[config.mk]
export PLATFORM = sky130hd
export DESIGN_NAME = ddr_tx_gearbox_flat
export DESIGN_NICKNAME = d
export VERILOG_FILES = /design/src/rtl/ddr_tx_gearbox_if.sv /design/src/rtl/ddr_tx_gearbox.sv /design/src/flat_wrapper.sv
export SDC_FILE = /design/constraint.sdc
export NUM_CORES = 1
export LEC_CHECK = 0
export ABC_AREA = 1
export BUFFER_PORTS_ARGS = -buffer_cell sky130_fd_sc_hd__buf_4
export CORE_MARGIN = 3
export CORE_UTILIZATION = 55
export DETAILED_ROUTE_END_ITERATION = 12
export PLACE_DENSITY = 0.85
export SLEW_MARGIN = 15
export SYNTH_ARGS = -nofsm -noshare
export SYNTH_HDL_FRONTEND = slang
export SYNTH_SLANG_ARGS = --single-unit
[constraint.sdc]
create_clock -name clk -period 6.3 [get_ports clk]
set_clock_uncertainty 0.15 [all_clocks]
set_input_delay 0.945 -clock clk [delete_from_list [all_inputs] [get_ports clk]]
set_output_delay 0.945 -clock clk [all_outputs]
set_load 0.005 [all_outputs]
[src/rtl/ddr_tx_gearbox_if.sv]
// Handshake and ODDR-side signal bundle for ddr_tx_gearbox.
// The master side feeds words and controls; the slave side is the gearbox itself.
interface ddr_tx_gearbox_if #(
  parameter int LANES = 4,
  parameter int BEATS = 2,
  parameter int DEPTH = 4
);
  localparam int IN_W = 2 * LANES * BEATS;
  localparam int LW   = $clog2(DEPTH) + 1;

  logic [IN_W-1:0]  in_data;
  logic             in_valid;
  logic             in_ready;
  logic             tx_oe;
  logic             clr_underrun;
  logic [LANES-1:0] oddr_d0;
  logic [LANES-1:0] oddr_d1;
  logic             oddr_tx;
  logic             busy;
  logic [LW-1:0]    fifo_level;
  logic             underrun;

  modport master (
    output in_data, in_valid, tx_oe, clr_underrun,
    input  in_ready, oddr_d0, oddr_d1, oddr_tx, busy, fifo_level, underrun
  );

  modport slave (
    input  in_data, in_valid, tx_oe, clr_underrun,
    output in_ready, oddr_d0, oddr_d1, oddr_tx, busy, fifo_level, underrun
  );
endinterface

[src/rtl/ddr_tx_gearbox.sv]
// Wide-to-DDR transmit gearbox: DEPTH-word input FIFO feeding a serialiser that emits
// one LANES-wide D0/D1 pair per clk, back-to-back across words while data is queued.
module ddr_tx_gearbox #(
  parameter int               LANES     = 4,
  parameter int               BEATS     = 2,
  parameter int               DEPTH     = 4,
  parameter logic [LANES-1:0] IDLE_PAT  = '0,
  parameter bit               MSB_FIRST = 1'b0
) (
  input  logic             clk,
  input  logic             rst,
  ddr_tx_gearbox_if.slave  bus
);
  localparam int IN_W = 2 * LANES * BEATS;
  localparam int SW   = 2 * LANES;
  localparam int AW   = $clog2(DEPTH);
  localparam int LW   = AW + 1;
  localparam int BW   = (BEATS > 1) ? $clog2(BEATS) : 1;
  localparam logic [LW-1:0] FULL = LW'(DEPTH);
  localparam logic [BW-1:0] LAST = BW'(BEATS - 1);

  typedef enum logic {IDLE, SEND} state_t;

  logic [IN_W-1:0]  mem [DEPTH];
  logic [AW-1:0]    wr_ptr_reg, rd_ptr_reg;
  logic [LW-1:0]    level_reg;
  state_t           state_reg;
  logic [BW-1:0]    beat_reg;
  logic [IN_W-1:0]  word_reg;
  logic [LANES-1:0] d0_reg, d1_reg;
  logic             busy_reg, underrun_reg, tx_reg;

  logic [IN_W-1:0]  head_word;
  logic [SW-1:0]    pop_slice  [BEATS];
  logic [SW-1:0]    hold_slice [BEATS];
  logic [BW-1:0]    beat_next;
  logic             push, pop, nonempty, last_beat, underrun_set;

  assign head_word    = mem[rd_ptr_reg];
  assign nonempty     = (level_reg != '0);
  assign last_beat    = (state_reg == SEND) && (beat_reg == LAST);
  assign beat_next    = beat_reg + BW'(1);
  assign bus.in_ready = !rst && (level_reg < FULL);
  assign push         = bus.in_valid && bus.in_ready;
  // A new word may start from IDLE or straight after the final beat of the current one.
  assign pop          = ((state_reg == IDLE) || last_beat) && nonempty && bus.tx_oe;
  assign underrun_set = last_beat && !nonempty && bus.tx_oe;

  // Transmission order is resolved here, so the FSM only ever walks beat index 0..BEATS-1.
  generate
    for (genvar gi = 0; gi < BEATS; gi++) begin : g_slice
      localparam int ORD = MSB_FIRST ? (BEATS - 1 - gi) : gi;
      assign pop_slice[gi]  = head_word[ORD*SW +: SW];
      assign hold_slice[gi] = word_reg[ORD*SW +: SW];
    end
  endgenerate

  always_ff @(posedge clk) begin
    if (push) mem[wr_ptr_reg] <= bus.in_data;
  end

  always_ff @(posedge clk or posedge rst) begin
    if (rst) begin
      wr_ptr_reg <= '0;
      rd_ptr_reg <= '0;
      level_reg  <= '0;
    end else begin
      if (push) wr_ptr_reg <= wr_ptr_reg + AW'(1);
      if (pop)  rd_ptr_reg <= rd_ptr_reg + AW'(1);
      case ({push, pop})
        2'b10:   level_reg <= level_reg + LW'(1);
        2'b01:   level_reg <= level_reg - LW'(1);
        default: level_reg <= level_reg;
      endcase
    end
  end

  always_ff @(posedge clk or posedge rst) begin
    if (rst) begin
      state_reg    <= IDLE;
      beat_reg     <= '0;
      word_reg     <= '0;
      d0_reg       <= IDLE_PAT;
      d1_reg       <= IDLE_PAT;
      busy_reg     <= 1'b0;
      underrun_reg <= 1'b0;
      tx_reg       <= 1'b1;
    end else begin
      tx_reg <= ~bus.tx_oe;
      if (underrun_set)          underrun_reg <= 1'b1;
      else if (bus.clr_underrun) underrun_reg <= 1'b0;

      if (pop) begin
        state_reg        <= SEND;
        beat_reg         <= '0;
        word_reg         <= head_word;
        {d1_reg, d0_reg} <= pop_slice[0];
        busy_reg         <= 1'b1;
      end else if ((state_reg == SEND) && !last_beat) begin
        beat_reg         <= beat_next;
        {d1_reg, d0_reg} <= hold_slice[beat_next];
      end else begin
        state_reg <= IDLE;
        beat_reg  <= '0;
        d0_reg    <= IDLE_PAT;
        d1_reg    <= IDLE_PAT;
        busy_reg  <= 1'b0;
      end
    end
  end

  assign bus.oddr_d0    = d0_reg;
  assign bus.oddr_d1    = d1_reg;
  assign bus.oddr_tx    = tx_reg;
  assign bus.busy       = busy_reg;
  assign bus.fifo_level = level_reg;
  assign bus.underrun   = underrun_reg;
endmodule

[src/flat_wrapper.sv]
// flat-port wrapper written by rule: the top's interface ports become plain ports
module ddr_tx_gearbox_flat 
#(
  parameter int               LANES     = 4,
  parameter int               BEATS     = 2,
  parameter int               DEPTH     = 4,
  parameter logic [LANES-1:0] IDLE_PAT  = '0,
  parameter bit               MSB_FIRST = 1'b0
)
  (clk, rst, bus_in_data, bus_in_valid, bus_tx_oe, bus_clr_underrun, bus_in_ready, bus_oddr_d0, bus_oddr_d1, bus_oddr_tx, bus_busy, bus_fifo_level, bus_underrun);
  ddr_tx_gearbox_if #(.LANES(LANES), .BEATS(BEATS), .DEPTH(DEPTH)) bus_i ();
  input  logic clk;
  input  logic rst;
  input wire logic [$bits(bus_i.in_data)-1:0] bus_in_data;
  input wire logic [$bits(bus_i.in_valid)-1:0] bus_in_valid;
  input wire logic [$bits(bus_i.tx_oe)-1:0] bus_tx_oe;
  input wire logic [$bits(bus_i.clr_underrun)-1:0] bus_clr_underrun;
  output wire logic [$bits(bus_i.in_ready)-1:0] bus_in_ready;
  output wire logic [$bits(bus_i.oddr_d0)-1:0] bus_oddr_d0;
  output wire logic [$bits(bus_i.oddr_d1)-1:0] bus_oddr_d1;
  output wire logic [$bits(bus_i.oddr_tx)-1:0] bus_oddr_tx;
  output wire logic [$bits(bus_i.busy)-1:0] bus_busy;
  output wire logic [$bits(bus_i.fifo_level)-1:0] bus_fifo_level;
  output wire logic [$bits(bus_i.underrun)-1:0] bus_underrun;
  assign bus_i.in_data = bus_in_data;
  assign bus_i.in_valid = bus_in_valid;
  assign bus_i.tx_oe = bus_tx_oe;
  assign bus_i.clr_underrun = bus_clr_underrun;
  assign bus_in_ready = bus_i.in_ready;
  assign bus_oddr_d0 = bus_i.oddr_d0;
  assign bus_oddr_d1 = bus_i.oddr_d1;
  assign bus_oddr_tx = bus_i.oddr_tx;
  assign bus_busy = bus_i.busy;
  assign bus_fifo_level = bus_i.fifo_level;
  assign bus_underrun = bus_i.underrun;
  ddr_tx_gearbox #(.LANES(LANES), .BEATS(BEATS), .DEPTH(DEPTH), .IDLE_PAT(IDLE_PAT), .MSB_FIRST(MSB_FIRST)) u_core (.clk(clk), .rst(rst), .bus(bus_i));
endmodule
==> results of run 1 <==
[synth_stat cells (all sizes together)]
cell type	instances
xor2	3
nand2	141
nand3	36
inv	83
xnor2	1
dfrtp	26
clkinv	1
nor2	7
ha	5
buf	12
o21ai	1
edfxtp	64
fa	1
o22ai	1
dfstp	1
a21oi	1
[worst max-delay path by stage]
| stage | start | to | slack (ns) | cells after the start |
|---|---|---|---|---|
| 5_1_grt | rst | bus_in_ready | 3.84 | 3 |
| 3_5_place_dp | bus_tx_oe | u_core.bus.fifo_level[2] | 3.67 | 9 |
| 6_report | rst | bus_in_ready | 3.91 | 3 |
| 3_3_place_gp | bus_tx_oe | u_core.bus.fifo_level[2] | 3.69 | 9 |
| 4_1_cts | rst | bus_in_ready | 3.90 | 3 |
| 2_1_floorplan | rst | u_core.mem[0][0] | 3.77 | 3 |
[per-stage QoR]
stage,power [uW],cells,hold WS [ns]
2_1_floorplan,1245,384,0.2985
4_1_cts,1740,524,0.3321
3_3_place_gp,1372,508,0.3113
5_1_grt,1854,524,0.3699
6_report,1726,524,0.3367
3_5_place_dp,1403,508,0.3120
[area by class of cell]
cell class / count / area, um2 / area share
repair buffers: 40 / 300.3 / 0.06814
inverters: 84 / 315.3 / 0.07155
multi-input cells: 197 / 905.9 / 0.2056
clock buffers: 9 / 123.9 / 0.02811
clock inverters: 7 / 42.54 / 0.009654
flip-flops and latches: 91 / 2599 / 0.5897
well taps: 96 / 120.1 / 0.02726
[per-layer routing]
metal | share of wire | wire length, um | up-vias | global-route usage
met1 | 0.42 | 2947 | 1179 | 0.2220
li1 | - | - | 1249 | -
met5 | 0 | 0 | - | 0
met3 | 0.053 | 373 | 20 | 0.03333
met4 | 0.029 | 203 | 0 | 0.09439
met2 | 0.50 | 3563 | 71 | 0.3130
[power by group through the flow]
stage	clock [uW]	combinational, uW	sequential (uW)
after global routing	372	655	828
after CTS	346	580	814
final	337	574	815
after detailed placement	0	576	827
after global placement	0	551	821
after floorplan	0	442	803
[worst reg2reg max path: cells and delay by family (launching register included)]
kind | cells | cell delay [ns]
adder cells (fa/ha/maj) | 2 | 0.58
buffers and inverters | 3 | 0.21
flip-flops | 1 | 0.41
AND/OR/NAND/NOR | 4 | 0.51
XOR/XNOR | 1 | 0.14
[kinds of logic (layout without fill, tap and decap cells)]
kind of cell | count (synthesis) | after routing | synth area share
xor+xnor | 4 | 4 | 0.008959
buf+inv | 96 | 140 | 0.1040
fa+ha+maj | 6 | 6 | 0.02111
simple gates | 184 | 184 | 0.1974
flops | 91 | 91 | 0.6644
compound gates | 3 | 3 | 0.004157
==> flow_summary.toml, run 1 <==
[setup_path]
path_common_cell = "buf_4"
crit_arrival_ns = 1.29
critPathMaxFanout = 2
end_kind = "output port"
regToRegStartpoint = "u_core.bus.fifo_level[0]"
r2r_end = "u_core.bus.fifo_level[2]"
worst-setup-path-type = "in -> out"
r2r_cells = 10
rrSetupSlack_ns = 4.19
required_ns = 5.20
cp_cell_sequence = "buf_4 -> nor2_1 -> buf_4"
max_stage_delay_ns = 0.13
worstSetupStartpointType = "input pin"
cp_top_family = "buffers and inverters"
worst-path-buf-inv = 2
slowest_stage = "buf_4"

[global_route]
grt_pass1_wl_um = 11540
grt_usage = 0.1829
grt_max_degree = 36
grt_pass1_vias = 2486
grt_overflow = 0
antenna_found_initial = 0

[layout]
fin_area_um2 = 4407
n_antenna_cell = 0
post-route-util = 0.6451
final_cell_mix = "nand2_1 (139), inv_1 (79), edfxtp_1 (64)"
layout.cells.most_common = "nand2_1"
syn_to_final_growth_pct = 12.67
largest_reg_flops = 64
drive_gt1_frac = 0.1495
fill_cells = 528
nNetsFinal = 450

[yosys]
synthDominantCellAreaShare = 0.4914
avgSynthCellArea_um2 = 10.19
synth_area_um2 = 3911
synth-seq-area-share = 0.6644
yosysUniqueCellTypes = 23
syn-num-nets = 411
netlist_instances = 384
synth_top_cell_by_area = "edfxtp_1"
ys_ff_latch = 91
yosys_warnings = 0
ys_top_cells_by_area = "edfxtp_1 (49%), dfrtp_1 (17%), nand2_1 (13%), inv_1 (7.6%), nand3_1 (4.4%)"

[die]
fp.dieH_um = 90.33
rows = 30
dieArea_um2 = 8160
core_um2 = 6832
start_util = 0.5725
ios = 36
die_x_um = 90.33

[timing]
rsz0062_at_grt = "no"
hold_viol = 0
finalSetupViolCount = 0
final.period_utilization = 0.3793
max_freq_mhz = 418.5
worst_pin_slew_ns = 0.9841
slew_violations = 0
final.min_clock_period_ns = 2.389
tns_ns = 0
fin_ws_ns = 3.911
max_slew_margin = 0.3432

[cts]
cts_made_buffers = 9
cts-root-buf = "clkbuf_8"
post_cts_buffers = 0
clock_path_buffers = 2
cts_resized = 0
tritoncts = "yes"
clock_latency_ns = 0.35
hold_buffers = 0
cts.sinks = 91
htree_levels = 3
clk_pin_slew_ns = 0.08

[placed_design]
dpl_worst_slack_ns = 3.667
io_buffers = 35
post-dp-hpwl_um = 4621
place_congestion = 0.7612
post_dp_cell_area_um2 = 4240

[drt]
drtPass1Iterations = 4
dr.first_iter.drc_count = 182
vias = 2519
wl_um = 7088
ant_nets = 0
viasPerCell = 4.807
drc_errors = 0
wl_per_cell_um = 13.53

[worst_hold_path]
hold_class = "reg -> reg"
min_from = "u_core.word_reg[13]"
hold_path_end = "u_core.word_reg[13]"
min_delay_path_depth = 2

[outcome]
status = "complete, no violations"

[pwr]
internal_power_uw = 1099
clockPowerShare = 0.195
combPwrFrac = 0.333
p_leak_uw = 0.002153
p_per_area_nw_per_um2 = 391.7
pwr-share-seq = 0.472
ir_drop_mv = 0.1441
swShare = 0.3633
power_switching_uw = 627.2

[job]
cap_violations = 0
Power figures use the tool's default switching activity.
==> inputs of run 2 (changes only) <==
==> constraint.sdc (replaced) <==
create_clock -name clk -period 2.39 [get_ports clk]
set_clock_uncertainty 0.15 [all_clocks]
set_input_delay 0.3585 -clock clk [delete_from_list [all_inputs] [get_ports clk]]
set_output_delay 0.3585 -clock clk [all_outputs]
set_load 0.005 [all_outputs]
==> run 2 against run 1 <==
Effect of this change: first-iteration DRC count decreased by 6.6%; worst setup slack got worse by 3.7 ns; sequential share of layout area shrank 0.66 points; via count grew 0.40%; worst hold slack worse by 0.30 ns; sequential cell count is the same; utilization increased by 0.73 points; register-to-register slack worse by 3.7 ns; critical path type is now in -> reg.
==> flow_summary.toml, run 2 (same netlist as run 1, synthesis figures left out) <==
[setup_path]
r2r_cells = 9
worst-setup-path-type = "in -> reg"
r2r_end = "u_core.bus.fifo_level[2]"
end_kind = "flip-flop"
path_common_cell = "nand2_1"
cp_cell_sequence = "dlygate4sd3_1 -> buf_4 -> nor2_1 -> nand2_1 -> ha_1 -> inv_1 -> fa_1 -> nand2_1 -> nand3_1 -> xor2_1"
cp_top_family = "buffers and inverters"
required_ns = 2.49
critPathMaxFanout = 8
regToRegStartpoint = "u_core.state_reg"
max_stage_delay_ns = 0.52
slowest_stage = "dlygate4sd3_1"
crit_arrival_ns = 2.23
worstSetupStartpointType = "input pin"
worst-path-buf-inv = 3
rrSetupSlack_ns = 0.46

[cts]
clock_latency_ns = 0.36
cts_resized = 0
post_cts_buffers = 0
clock_path_buffers = 2
tritoncts = "yes"
cts_made_buffers = 9
clk_pin_slew_ns = 0.08
cts.sinks = 91
cts-root-buf = "clkbuf_8"
htree_levels = 3

[timing]
whs_ns = 0.03420
finalSetupViolCount = 0
slew_violations = 0
rsz0062_at_grt = "no"
final.min_clock_period_ns = 2.138
max_slew_margin = 0.6220
final.period_utilization = 0.8945
fin_ws_ns = 0.2521
max_freq_mhz = 467.8
worst_pin_slew_ns = 0.5661
tns_ns = 0
hold_viol = 0

[drt]
vias = 2529
wl_um = 7157
drc_errors = 0
wl_per_cell_um = 13.53
ant_nets = 0
viasPerCell = 4.781
dr.first_iter.drc_count = 170
drtPass1Iterations = 4

[global_route]
grt_max_degree = 35
grt_overflow = 0
antenna_found_initial = 0
grt_pass1_vias = 2508
grt_pass1_wl_um = 11660
grt_usage = 0.1871

[outcome]
status = "complete, no violations"

[layout]
n_antenna_cell = 0
final_cell_mix = "nand2_1 (139), inv_1 (79), edfxtp_1 (64)"
largest_reg_flops = 64
fin_area_um2 = 4457
nNetsFinal = 455
syn_to_final_growth_pct = 13.95
drive_gt1_frac = 0.1501
layout.cells.most_common = "nand2_1"
fill_cells = 520
register_area_um2 = 2599
multi_input_area_um2 = 905.9

[die]
die_x_um = 90.33
core_um2 = 6832
start_util = 0.5725
dieArea_um2 = 8160
rows = 30
ios = 36
fp.dieH_um = 90.33

[placed_design]
dpl_worst_slack_ns = 0.4052
post_dp_cell_area_um2 = 4263
io_buffers = 35
post-dp-hpwl_um = 4582
place_congestion = 0.7782

[worst_hold_path]
hold_class = "in -> reg"
hold_path_end = "u_core.bus.underrun"
min_from = "bus_clr_underrun"
min_delay_path_depth = 2

[pwr]
p_per_area_nw_per_um2 = 1036
ir_drop_mv = 0.4404
fin_total_pwr_uw = 4618
p_leak_uw = 0.002181

[job]
cap_violations = 0
[run 2: worst reg2reg max path, stage by stage (launching register included)]
cell and delay (ns):
dfrtp_1 0.42, nand2_4 0.11, nand2_2 0.09, nor2_8 0.11
ha_1 0.16, inv_1 0.06, fa_1 0.37, nand2_1 0.09
nand3_1 0.10, xor2_1 0.15
[run 2: cell type report]
type                            count  share of cell area
Inverter                           84             0.07075
Timing Repair Buffer               45             0.07692
Tap cell                           96             0.02695
Clock inverter                      2            0.002246
Multi-Input combinational cell    197              0.2033
Clock buffer                       14             0.03678
Sequential cell                    91              0.5831
[run 2: report_power, final]
| part | internal, uW | leakage (uW) | switching [uW] | total, uW |
|---|---|---|---|---|
| logic | 574 | 0.00118 | 1000 | 1580 |
| clock network | 440 | 0.0000896 | 499 | 939 |
| registers | 1970 | 0.000911 | 130 | 2100 |
| total | 2990 | 0.00218 | 1630 | 4620 |
[run 2: metal layers]
layer	vias up	wire length (um)	track usage
li1	1258	-	-
met1	1170	2942	0.2215
met2	85	3571	0.3136
met3	16	467	0.03667
met4	0	174	0.1186
met5	-	0	0
[run 2: worst max path at each step]
stage | startpoint | end | depth (start not counted)
2_1_floorplan | u_core.state_reg | u_core.bus.fifo_level[2] | 10
3_3_place_gp | rst | u_core.bus.fifo_level[2] | 9
3_5_place_dp | rst | u_core.bus.fifo_level[2] | 9
4_1_cts | rst | u_core.bus.fifo_level[2] | 10
5_1_grt | rst | u_core.bus.fifo_level[2] | 10
6_report | rst | u_core.bus.fifo_level[2] | 10
[run 2: timing repair]
| item | CTS | global route |
|---|---|---|
| endpoints found under the setup margin | 0 | 0 |
| hold endpoints to repair | 27 | 0 |
| hold buffers | 2 | 0 |
[run 2: through the flow]
step / cells / util
floorplan: 384 / -
global placement: 511 / 0.6240
detailed placement: 511 / 0.6240
CTS: 529 / 0.6524
global route: 529 / 0.6524
finish: 529 / 0.6524
==> inputs of run 3 (changes only) <==
--- a/config.mk
+++ b/config.mk
@@ -5,7 +5,6 @@
 export SDC_FILE = /design/constraint.sdc
 export NUM_CORES = 1
 export LEC_CHECK = 0
-export ABC_AREA = 1
 export BUFFER_PORTS_ARGS = -buffer_cell sky130_fd_sc_hd__buf_4
 export CORE_MARGIN = 3
 export CORE_UTILIZATION = 55
==> run 3 against run 2 <==
Effect of this change: combinational power shrank 14%; power shrank 2.3%; synthesized area shrank 8.5%; sequential cell count is the same; worst setup slack lost 0.11 ns; clock power grew 8%; cell count shrank 41%; non-clock buffer count is the same; global-route usage shrank 1.2 points; clock-buffer cell count shrank 3; largest cell class unchanged; largest power group unchanged.
==> flow_summary.toml, run 3 <==
[cts]
clock_latency_ns = 0.35
cts_made_buffers = 9
cts-root-buf = "clkbuf_8"
clk_pin_slew_ns = 0.08
htree_levels = 3
hold_buffers = 0
cts.sinks = 91
post_cts_buffers = 0
tritoncts = "yes"
cts_resized = 0
clock_path_buffers = 2

[yosys]
dominantRegCellSynth = "edfxtp_1"
yosysUniqueCellTypes = 28
synth_commonest_cells = "edfxtp_1 (64), dfrtp_1 (26), nand2_1 (17)"
synthAdderAreaFrac = 0.02308
synthXorXnorAreaFrac = 0.01469
synth_area_um2 = 3578
yosys_warnings = 0
netlist_instances = 186
synth_mux_area_frac = 0.1497
syn-num-nets = 213
synth_most_common_cell = "edfxtp_1"
synth-compound-area-share = 0.001748
avgSynthCellArea_um2 = 19.24
synth_simple_gate_area_frac = 0.05559
ys_top_cells_by_area = "edfxtp_1 (54%), dfrtp_1 (18%), mux4_1 (12%), mux2_2 (2.5%), nand2_1 (1.8%)"
synthArstFlopShare = 0.2967
synth_top_cell_by_area = "edfxtp_1"
synth_edf_count = 64
ys_ff_latch = 91
synth-seq-area-share = 0.7262
synth_top_family_by_area = "multiplexers"
synthDominantCellAreaShare = 0.5371

[drt]
viasPerCell = 5.752
met3_length_um = 278
drtPass1Iterations = 4
wl_met2_um = 3174
ant_nets = 0
dr.first_iter.drc_count = 92
wl_per_cell_um = 19.34
top_layer_used = "met4"
wl_met1_um = 2520
wl_um = 6074
vias = 1806
drc_errors = 0

[setup_path]
crit_arrival_ns = 2.36
critPathMaxFanout = 11
max_stage_delay_ns = 0.49
slowest_stage = "or3_4"
required_ns = 2.51
worst-setup-path-type = "reg -> reg"
end_kind = "flip-flop"
cp_top_family = "adder cells"
cp_cell_sequence = "or3_4 -> nand3_4 -> inv_4 -> ha_1 -> inv_1 -> fa_1 -> mux2i_1"
worst-path-buf-inv = 2
worstSetupStartpointType = "flip-flop"

[layout]
syn_to_final_growth_pct = 15.80
largest_reg_flops = 64
fin_area_um2 = 4144
n_antenna_cell = 0
post-route-util = 0.6798
final_cell_mix = "edfxtp_1 (64), buf_4 (45), dfrtp_1 (26)"
layout.cells.most_common = "edfxtp_1"
nNetsFinal = 261
drive_gt1_frac = 0.3013

[pwr]
internal_power_uw = 3206
p_per_area_nw_per_um2 = 1089
swShare = 0.2898
p_leak_uw = 0.001661
power_switching_uw = 1308
ir_drop_mv = 0.5512
pwr-share-seq = 0.476
combPwrFrac = 0.301
clockPowerShare = 0.223

[placed_design]
post-dp-hpwl_um = 3946
post_dp_cell_area_um2 = 3950
place_congestion = 0.8101
io_buffers = 35

[timing]
max_freq_mhz = 445.7
finalSetupViolCount = 0
final.min_clock_period_ns = 2.244
final.period_utilization = 0.9388
tns_ns = 0
rsz0062_at_grt = "no"
max_slew_margin = 0.4563
hold_viol = 0
worst_pin_slew_ns = 0.8146
slew_violations = 0

[global_route]
antenna_found_initial = 0
grt_usage = 0.1755
grt_pass1_wl_um = 9494
grt_pass1_vias = 1856
grt_overflow = 0
grt_max_degree = 22

[outcome]
status = "complete, no violations"

[worst_hold_path]
hold_class = "in -> async"

[die]
core_um2 = 6096
ios = 36
start_util = 0.5870
rows = 28
dieArea_um2 = 7510
die_x_um = 86.66
fp.dieH_um = 86.66

[job]
cap_violations = 0
-- run 3: per-layer routing --
layer,vias to the layer above,track usage
met3,9,0.04753
met5,-,0
met1,937,0.2177
met4,0,0.06799
li1,814,-
met2,46,0.2955
-- run 3: worst register-to-register path, delay by kind of cell, from the launching register on --
| kind | cells | cell delay [ns] |
|---|---|---|
| fa+ha+maj | 2 | 0.64 |
| simple gates | 2 | 0.63 |
| flops | 1 | 0.42 |
| mux | 1 | 0.16 |
| buf+inv | 2 | 0.15 |
-- run 3: per-stage QoR --
step | power, uW | cells | hold WS (ns) | worst slack [ns]
after floorplan | 3098 | 186 | 0.2605 | 0.2792
after global placement | 3487 | 298 | 0.3078 | 0.2542
after detailed placement | 3553 | 298 | 0.3229 | 0.1793
after CTS | 4557 | 314 | 0.03065 | 0.1556
after global routing | 4752 | 314 | 0.03270 | 0.03298
final | 4514 | 314 | 0.03185 | 0.1462
-- run 3: cells by family (layout without fill, tap and decap cells) --
logic type,Yosys count,in the layout
AO/OA/AOI/OAI,1,1
XOR/XNOR,6,6
adder cells (fa/ha/maj),6,6
buffers and inverters,19,72
flip-flops,91,91
multiplexers,26,26
AND/OR/NAND/NOR,37,37
-- run 3: path summary, 6_finish.rpt --
kind	from	to	slack [ns]	depth (start not counted)
setup / recovery	u_core.bus.fifo_level[2]	u_core.bus.fifo_level[1]	0.15	7
hold / removal	rst	u_core.bus.oddr_d0[2]	0.03	2
setup reg to reg	u_core.bus.fifo_level[2]	u_core.bus.fifo_level[1]	0.15	7
hold reg to reg	u_core.word_reg[12]	u_core.bus.oddr_d1[0]	0.34	2
max in group asynchronous	rst	u_core.word_reg[10]	1.48	3
min in group clk	bus_clr_underrun	u_core.bus.underrun	0.05	2
-- run 3: power by group through the flow --
| stage | sequential (uW) | clock [uW] | combinational [uW] |
|---|---|---|---|
| floorplan | 2140 | 0 | 958 |
| global placement | 2160 | 0 | 1320 |
| detailed placement | 2180 | 0 | 1370 |
| CTS | 2150 | 1030 | 1380 |
| global route | 2180 | 1090 | 1480 |
| finish | 2150 | 1010 | 1360 |
-- run 3: cell type report --
cell class / count / area (um2)
fillers: 411 / 1952
inverters: 11 / 43.79
well taps: 75 / 93.84
repair buffers: 45 / 337.8
clock buffers: 11 / 141.4
multi-input cells: 76 / 875.8
flip-flops and latches: 91 / 2599
clock inverters: 5 / 52.55
